[config.mk]
export PLATFORM = sky130hd
export DESIGN_NAME = riscv_soft_load_scoreboard
export DESIGN_NICKNAME = d
export VERILOG_FILES = /design/src/rtl/riscv_soft_load_scoreboard.sv
export SDC_FILE = /design/constraint.sdc
export NUM_CORES = 1
export LEC_CHECK = 0
export CAP_MARGIN = 20
export CELL_PAD_IN_SITES_DETAIL_PLACEMENT = 1
export CELL_PAD_IN_SITES_GLOBAL_PLACEMENT = 1
export CORE_MARGIN = 4
export CORE_UTILIZATION = 39
export CTS_BUF_LIST = sky130_fd_sc_hd__clkbuf_16
export CTS_CLUSTER_DIAMETER = 150
export CTS_CLUSTER_SIZE = 30
export DETAILED_ROUTE_END_ITERATION = 6
export PLACE_DENSITY = 0.79
export REMOVE_ABC_BUFFERS = 1
export SETUP_SLACK_MARGIN = 0.05
export SLEW_MARGIN = 40
export SYNTH_ARGS = -nofsm -noshare
export SYNTH_HDL_FRONTEND = slang
export SYNTH_SLANG_ARGS = --single-unit
export TNS_END_PERCENT = 50
[constraint.sdc]
create_clock -name clk -period 3.9 [get_ports clk]
set_clock_uncertainty 0.15 [all_clocks]
set_input_delay 0.78 -clock clk [delete_from_list [all_inputs] [get_ports clk]]
set_output_delay 0.78 -clock clk [all_outputs]
set_load 0.05 [all_outputs]
[src/rtl/riscv_soft_load_scoreboard.sv]
// riscv_soft_load_scoreboard
//   Register scoreboard plus in-order pending-load queue. It allows up to
//   MAX_OUTSTANDING loads in flight against a multi-cycle dcache. The block
//   raises RAW/WAW/queue-full stalls for EX, forwards returning load data to
//   the EX operands, and drives the register-file write for each returning load.
//
// Ports
//   clk, reset                 clock, async active-low reset
//   issue_*_EX                 graduating EX instruction (valid = graduation
//                              qualifier; the other fields are always presented)
//   rs1/rs2_EX, rs*_used_EX    sources of the instruction in EX
//   dcache_resp_valid/data     in-order load responses
//   stall_*_EX                 stall causes and their OR
//   fwd_rs1/rs2_EX             select dcache_resp_data for the operand
//   wb_valid/rd/data_LQ        load writeback port
//   outstanding_cnt, lq_empty, lq_full, protocol_err   status
module riscv_soft_load_scoreboard #(
  parameter int XPR_LEN         = 32,
  parameter int NUM_REGS        = 32,
  parameter int MAX_OUTSTANDING = 4,
  localparam int REG_W          = $clog2(NUM_REGS),
  localparam int CNT_W          = $clog2(MAX_OUTSTANDING + 1)
) (
  input  logic               clk,
  input  logic               reset,
  input  logic               issue_valid_EX,
  input  logic               issue_wr_reg_EX,
  input  logic               issue_is_load_EX,
  input  logic [REG_W-1:0]   issue_rd_EX,
  input  logic [REG_W-1:0]   rs1_EX,
  input  logic [REG_W-1:0]   rs2_EX,
  input  logic               rs1_used_EX,
  input  logic               rs2_used_EX,
  input  logic               dcache_resp_valid,
  input  logic [XPR_LEN-1:0] dcache_resp_data,
  output logic               stall_EX,
  output logic               stall_raw_EX,
  output logic               stall_waw_EX,
  output logic               stall_full_EX,
  output logic               fwd_rs1_EX,
  output logic               fwd_rs2_EX,
  output logic               wb_valid_LQ,
  output logic [REG_W-1:0]   wb_rd_LQ,
  output logic [XPR_LEN-1:0] wb_data_LQ,
  output logic [CNT_W-1:0]   outstanding_cnt,
  output logic               lq_empty,
  output logic               lq_full,
  output logic               protocol_err
);

  localparam int PTR_W = (MAX_OUTSTANDING > 1) ? $clog2(MAX_OUTSTANDING) : 1;
  localparam logic [PTR_W-1:0] PTR_LAST = PTR_W'(MAX_OUTSTANDING - 1);
  localparam logic [CNT_W-1:0] CNT_MAX  = CNT_W'(MAX_OUTSTANDING);

  logic [NUM_REGS-1:0]        pending_q, pending_d;
  logic [REG_W-1:0]           lq_rd_q [MAX_OUTSTANDING];
  logic [MAX_OUTSTANDING-1:0] lq_wr_q;
  logic [PTR_W-1:0]           head_q, tail_q;
  logic [CNT_W-1:0]           cnt_q, cnt_d;
  logic                       perr_q;

  logic             pop, push, push_wr, head_wr;
  logic [REG_W-1:0] head_rd;
  logic             res_rs1, res_rs2, res_rd;
  logic             src1_pend, src2_pend;

  assign lq_empty = (cnt_q == '0);
  assign lq_full  = (cnt_q == CNT_MAX);

  assign head_rd = lq_rd_q[head_q];
  assign head_wr = lq_wr_q[head_q];

  // A response against an empty queue is dropped and only flags protocol_err.
  assign pop     = dcache_resp_valid && !lq_empty;
  // The full guard keeps an unqualified push from overrunning the ring;
  // a push into a full queue is fine when a pop frees the head slot.
  assign push    = issue_valid_EX && issue_is_load_EX && (!lq_full || pop);
  // Loads to x0 still take a slot so that responses stay matched.
  assign push_wr = issue_wr_reg_EX && (issue_rd_EX != '0);

  // A register resolves this cycle when the head entry writes it and pops.
  assign res_rs1 = pop && head_wr && (head_rd == rs1_EX);
  assign res_rs2 = pop && head_wr && (head_rd == rs2_EX);
  assign res_rd  = pop && head_wr && (head_rd == issue_rd_EX);

  assign src1_pend = rs1_used_EX && (rs1_EX != '0) && pending_q[rs1_EX];
  assign src2_pend = rs2_used_EX && (rs2_EX != '0) && pending_q[rs2_EX];

  assign fwd_rs1_EX    = src1_pend && res_rs1;
  assign fwd_rs2_EX    = src2_pend && res_rs2;
  assign stall_raw_EX  = (src1_pend && !res_rs1) || (src2_pend && !res_rs2);
  // Any writer (not only loads) must wait so it cannot be overwritten later
  // by an older load's writeback.
  assign stall_waw_EX  = issue_wr_reg_EX && (issue_rd_EX != '0) &&
                         pending_q[issue_rd_EX] && !res_rd;
  assign stall_full_EX = issue_is_load_EX && lq_full && !pop;
  assign stall_EX      = stall_raw_EX || stall_waw_EX || stall_full_EX;

  assign wb_valid_LQ     = pop && head_wr && (head_rd != '0);
  assign wb_rd_LQ        = head_rd;
  assign wb_data_LQ      = dcache_resp_data;
  assign outstanding_cnt = cnt_q;
  assign protocol_err    = perr_q;

  // Clear first, set second: a same-cycle push to the popping rd keeps it pending.
  always_comb begin
    pending_d = pending_q;
    if (pop && head_wr) pending_d[head_rd] = 1'b0;
    if (push && push_wr) pending_d[issue_rd_EX] = 1'b1;
  end

  always_comb begin
    cnt_d = cnt_q;
    if (push && !pop)      cnt_d = cnt_q + 1'b1;
    else if (pop && !push) cnt_d = cnt_q - 1'b1;
  end

  always_ff @(posedge clk or negedge reset) begin
    if (!reset) begin
      pending_q <= '0;
      head_q    <= '0;
      tail_q    <= '0;
      cnt_q     <= '0;
      perr_q    <= 1'b0;
      lq_wr_q   <= '0;
      for (int i = 0; i < MAX_OUTSTANDING; i++) lq_rd_q[i] <= '0;
    end else begin
      pending_q <= pending_d;
      cnt_q     <= cnt_d;
      if (dcache_resp_valid && lq_empty) perr_q <= 1'b1;
      if (pop) head_q <= (head_q == PTR_LAST) ? '0 : head_q + 1'b1;
      if (push) begin
        lq_rd_q[tail_q] <= issue_rd_EX;
        lq_wr_q[tail_q] <= push_wr;
        tail_q          <= (tail_q == PTR_LAST) ? '0 : tail_q + 1'b1;
      end
    end
  end

endmodule

# Word level (Yosys, flattened, before mapping)
# Index checks and enable logic that the tools add are counted.
# W data, S select, Z words.
# op_classes
addsub	4
magnitude_cmp	12
n_eq_ne	6
muxes	27
n_bitwise	5
n_reduce_logical	46
# ops
cell	n
$mux W32	2
$and A32 B32 Y32	1
$not A32 Y32	1
$or A32 B32 Y32	1
$logic_and A1 B1 Y1	29
$lt A5 B6 Y1 const B	4
$bwmux W20	1
$reduce_bool A5 Y1	4
$bmux W1 S5	3
$eq A5 B5 Y1	3
$mux W5	3
$bmux W5 S2	1
$demux W1 S5	2
$demux W5 S2	1
$ge A5 B1 Y1 const B	2
$logic_not A1 Y1	7
$mux W1	7
$ge A3 B3 Y1 const B	2
$lt A2 B3 Y1 const B	2
$mux W3	2
$not A2 Y3	2
$add A2 B1 Y2 const B	2
$bwmux W4	1
$eq A2 B2 Y1 const B	2
11 further kinds	15
# totals
register_bits	64

# Longest topological paths before layout
# logic_depth
depth_word	13
depth_mapped	10
depth_no_buf	9

# Least setup slack after synthesis
# No wires, ideal clock.
# synth_timing
path_type	in2out
start	input rs2_EX[1]
end	output stall_EX
arrival_time_ns	3.533
setup_slack_ns	-0.563
stages	7
path_buffers	1
cell_sequence	buf_2 > mux4_2 > mux2_2 > nand2_1 > a31o_2 > o32ai_1 > or3_1
# synth_between
elab_chain_cells	7
elab_cells_between_ends	12
# synth_lines
element	line	text
start, declared	31	input logic [REG_W-1:0] rs2_EX,
$bmux W1 S5 (tied with other cells)	87	assign src2_pend = rs2_used_EX && (rs2_EX != '0) && pending_q[rs2_EX];
$mux W1 (implied by the code) (tied with other cells)	87	
$logic_and A1 B1 Y1 / $logic_not A1 Y1 (equally long branches)	87, 91	
$logic_and A1 B1 Y1 (*)	91	assign stall_raw_EX = (src1_pend && !res_rs1) || (src2_pend && !res_rs2);
$logic_or A1 B1 Y1 (*)	91	
via stall_raw_EX	37	output logic stall_raw_EX,
$logic_or A1 B1 Y1 (*) (2 in series)	97	assign stall_EX = stall_raw_EX || stall_waw_EX || stall_full_EX;
end, declared	36	output logic stall_EX,
# Mark *: on every way through the listed nets, which the timed path passes. The rest lies on a longest branch. The select of a mux whose other input is x is not followed.

# Final worst setup path
# layout_timing
start	input issue_rd_EX[1]
end	output stall_EX
# layout_between
elab_chain_cells	6
elab_cells_between_ends	11
# layout_lines
element	line	text
start, declared	29	input logic [REG_W-1:0] issue_rd_EX,
$bmux W1 S5 (tied with other cells)	95	pending_q[issue_rd_EX] && !res_rd;
$mux W1 (implied by the code) (tied with other cells)	95	
$logic_and A1 B1 Y1 / $logic_not A1 Y1 (equally long branches)	94, 95	
$logic_and A1 B1 Y1 (*)	95	
$logic_or A1 B1 Y1 (*) (2 in series)	97	
# Mark *: on every way between the ends. The rest lies on a longest branch, timed or not. The select of a mux whose other input is x is not followed.

==> key figures <==
Yosys
  • Async SR Flop Fraction: 100%
  • Ys flop type: dfrtp_1
  • Synthesized area per cell: 11.2 sq um
  • Post-Synthesis Cells: 369
  • #FFs+latches synth: 64
  • Synth top area share: 38.6%
  • Count of different cell masters after synthesis: 49
  • Synthesized area: 0.00415 sq mm
  • Post-synth EDFFs: 0
  • Area leader, netlist: dfrtp_1
  • Syn. warnings: 0
  • Top cells by area, synth: dfrtp_1 39%, mux4_2 15%, o21ai_0 7.8%
  • Register area share after synthesis: 38.6%

Pwr
  • LEAKAGE: 2.14 nW
  • Pwr Density: 820 mW/mm^2
  • Peak VDD IR: 0.000376 V

Routing
  • Final wirelength: 14500 um
  • Wire length per cell: 26.3 um
  • 1st-pass router iterations: 4
  • WL met1: 6040 um
  • Initial DRC Count: 266
  • Vias: 3446
  • Uppermost layer routed: met5
  • Metal3 WL: 1360 um
  • Post-DRT Antenna Nets: 0
  • DRC: 0
  • DR WL met2: 6640 um
  • Via density: 6.25

Worst setup path
  • R2r startpoint: head_q[0]$_DFFE_PN0P_
  • Crit path capture type: output port
  • R2R depth: 8
  • WP data arrival: 2.81 ns
  • Critical Path Fanout Max: 6
  • Crit path kind: primary input to output port
  • Setup crit start kind: primary input
  • CP required: 2.97 ns
  • Worst reg2reg path endpoint: pending_q[1]$_DFF_PN0_
  • R2R setup slack: 1.22 ns

Clock network
  • CTS Buf Count: 9
  • Clk pin slew, worst setup/hold paths: 0.05 ns
  • Clock Path Buffers: 2
  • TritonCTS clock tree: built
  • Clock root buffer: clkbuf_16
  • Hold-fix buffers, CTS: 0
  • H-tree Lvls: 3
  • # clock sinks: 64
  • Clock Latency Late Sink: 0.34 ns

STA
  • Final hold vios: 0
  • Slew Limit Fails: 0
  • RSZ-0062 raised after global routing: false
  • Worst Max-Slew Pin Slew: 0.570 ns
  • Tcrit/Tclk final: 96.0%
  • Rel. slew slack: 61.8%
  • Final Worst Setup Slack: 0.156 ns
  • Hold Worst Slack: 0.260 ns
  • Final min period: 3.74 ns
  • Final setup viols: 0
  • Peak Freq: 0.267 GHz

Die
  • Die Y: 111 um
  • # rows: 37
  • Die Wd: 111 um
  • Ports: 105
  • Full die area: 0.0124 sq mm
  • Core Area: 0.0103 sq mm
  • Initial core utilization: 40.2%

Place
  • Port buffer count: 40
  • GPL Wtd Cong: 0.924
  • Post-DP HPWL: 10000 um
  • Place WS: -0.297 ns

Worst hold path
  • Hold WC Path Type: primary input to asynchronous set/reset pin

Run
  • Max_cap viols: 0

Finish
  • FF/Latch Area: 0.00160 sq mm
  • Diodes inserted: 0
  • Layout Area Growth over Synthesis: 22.5%
  • Area of the multi-input gates: 0.00218 sq mm
  • # fillers: 1093
  • Layout cells sized above 1: 32.5%
  • Fin nets: 474

Global route
  • Largest net degree at the start of global routing: 38
  • Vias in the first global route: 3747
  • Initial antenna violation count: 0
  • First-pass GRT wire length: 22500 um
  • Gr usage total: 23.8%
  • Grt ovf: 0

Status
  • Status: finished, final reports clean
==> metal layers <==
| metal | vias to the layer above | GRT usage (%) |
|---|---|---|
| met1 | 1792 | 31.2 |
| met2 | 203 | 35.4 |
| li1 | 1416 | - |
| met4 | 4 | 10.1 |
| met3 | 31 | 8.24 |
| met5 | - | 5.42 |
==> critical path, cell delays in order <==
cell and delay [ns]:
dlygate4sd2_1 0.43, buf_4 0.23, mux4_2 0.32, a32oi_1 0.22
nand4_1 0.12, o211a_1 0.17, or3_1 0.37, buf_6 0.17
==> final cells by class <==
type | instances | share of cell area (%)
Tap cell | 136 | 3.35
Inverter | 9 | 0.665
Clock inverter | 5 | 0.984
Sequential cell | 64 | 31.5
Timing Repair Buffer | 86 | 16.2
Multi-Input combinational cell | 242 | 42.9
Clock buffer | 9 | 4.43
==> cells in the mapped netlist, drive strengths merged (2+ instances only) <==
cell type / count
nor2b: 6
buf: 43
a21oi: 3
nand4b: 2
xor2: 7
a21o: 2
nor3: 4
nor3b: 3
inv: 9
or3: 3
xnor2: 9
a31oi: 2
mux2i: 3
ha: 6
mux4: 30
nand3: 7
clkbuf: 11
a32oi: 2
nor2: 12
nand4: 4
dfrtp: 64
o21ai: 65
nand3b: 6
nand2: 19
mux2: 28
==> how the worst max path moves through the flow <==
stage | from | depth (start not counted) | slack [ns] | endpoint
after global routing | issue_rd_EX[1] | 8 | 0.07 | stall_EX
after CTS | issue_rd_EX[0] | 8 | 0.07 | stall_EX
final | issue_rd_EX[1] | 8 | 0.16 | stall_EX
after detailed placement | rs2_EX[0] | 7 | -0.30 | stall_EX
after floorplan | head_q[0]$_DFFE_PN0P_ | 5 | -0.69 | stall_EX
after global placement | rs2_EX[0] | 7 | -0.20 | stall_EX
==> layout by cell type (no fill, tap or decap), drive strengths merged, types with 2 or more instances in the layout <==
master         count
nor3b              3
a31oi              2
a21o               2
mux4              30
dlymetal6s2s       5
clkdlybuf4s50     22
inv                9
nand3              7
a32oi              2
ha                 6
mux2              28
clkbuf            12
nor3               4
dlygate4sd2        3
nand4b             2
mux2i              3
xor2               7
buf               51
nor2b              6
nand4              4
xnor2              9
a21oi              3
nand2             19
dfrtp             64
o21ai             65
nand3b             6
clkinv             3
nor2              12
or3                3
==> metrics by stage <==
stage               instances  TNS [ns]  util [%]  total power [W]  area, sq um
floorplan                 315     -1.07         -          0.00247         3780
global placement          528    -0.205      45.3          0.00313         4670
detailed placement        528    -0.304      45.3          0.00324         4670
CTS                       546         0      48.8          0.00409         5030
global route              551         0      49.2          0.00436         5080
finish                    551         0      49.2          0.00417         5080
==> where the power goes <==
part	total [W]	leakage, nW	switching, W	internal [W]
clock network	0.000768	0.132	0.000287	0.000481
registers	0.00122	0.809	0.000280	0.000945
logic	0.00218	1.20	0.00123	0.000946
total	0.00417	2.14	0.00180	0.00237
==> timing repair <==
item / CTS / global route
endpoints found under the setup margin: 3 / 3
pin swaps: 4 / 0
cloned: 1 / 0
hold endpoints to repair: 0 / 0
gates resized for setup: 18 / 10
buffers inserted: 3 / 5
==> sequential cells by signal, indices dropped and copies added (netlist names) <==
name             cells
head_q               2
lq_rd_q             20
lq_wr_q              4
outstanding_cnt      3
pending_q           32
protocol_err         1
tail_q               2
==> cell families (layout without fill, tap and decap cells) <==
group,after synthesis,after routing,share of synthesized area [%]
xor gates and xnor gates,16,16,3.74
AOI/OAI and AO/OA,86,86,11.7
DFF,64,64,38.6
adders and majority gates,7,7,2.29
muxes,61,61,24.8
and+or+nand+nor,72,72,9.29
buffers and inverters,63,109,9.62
(Power assumes the default switching activity.)
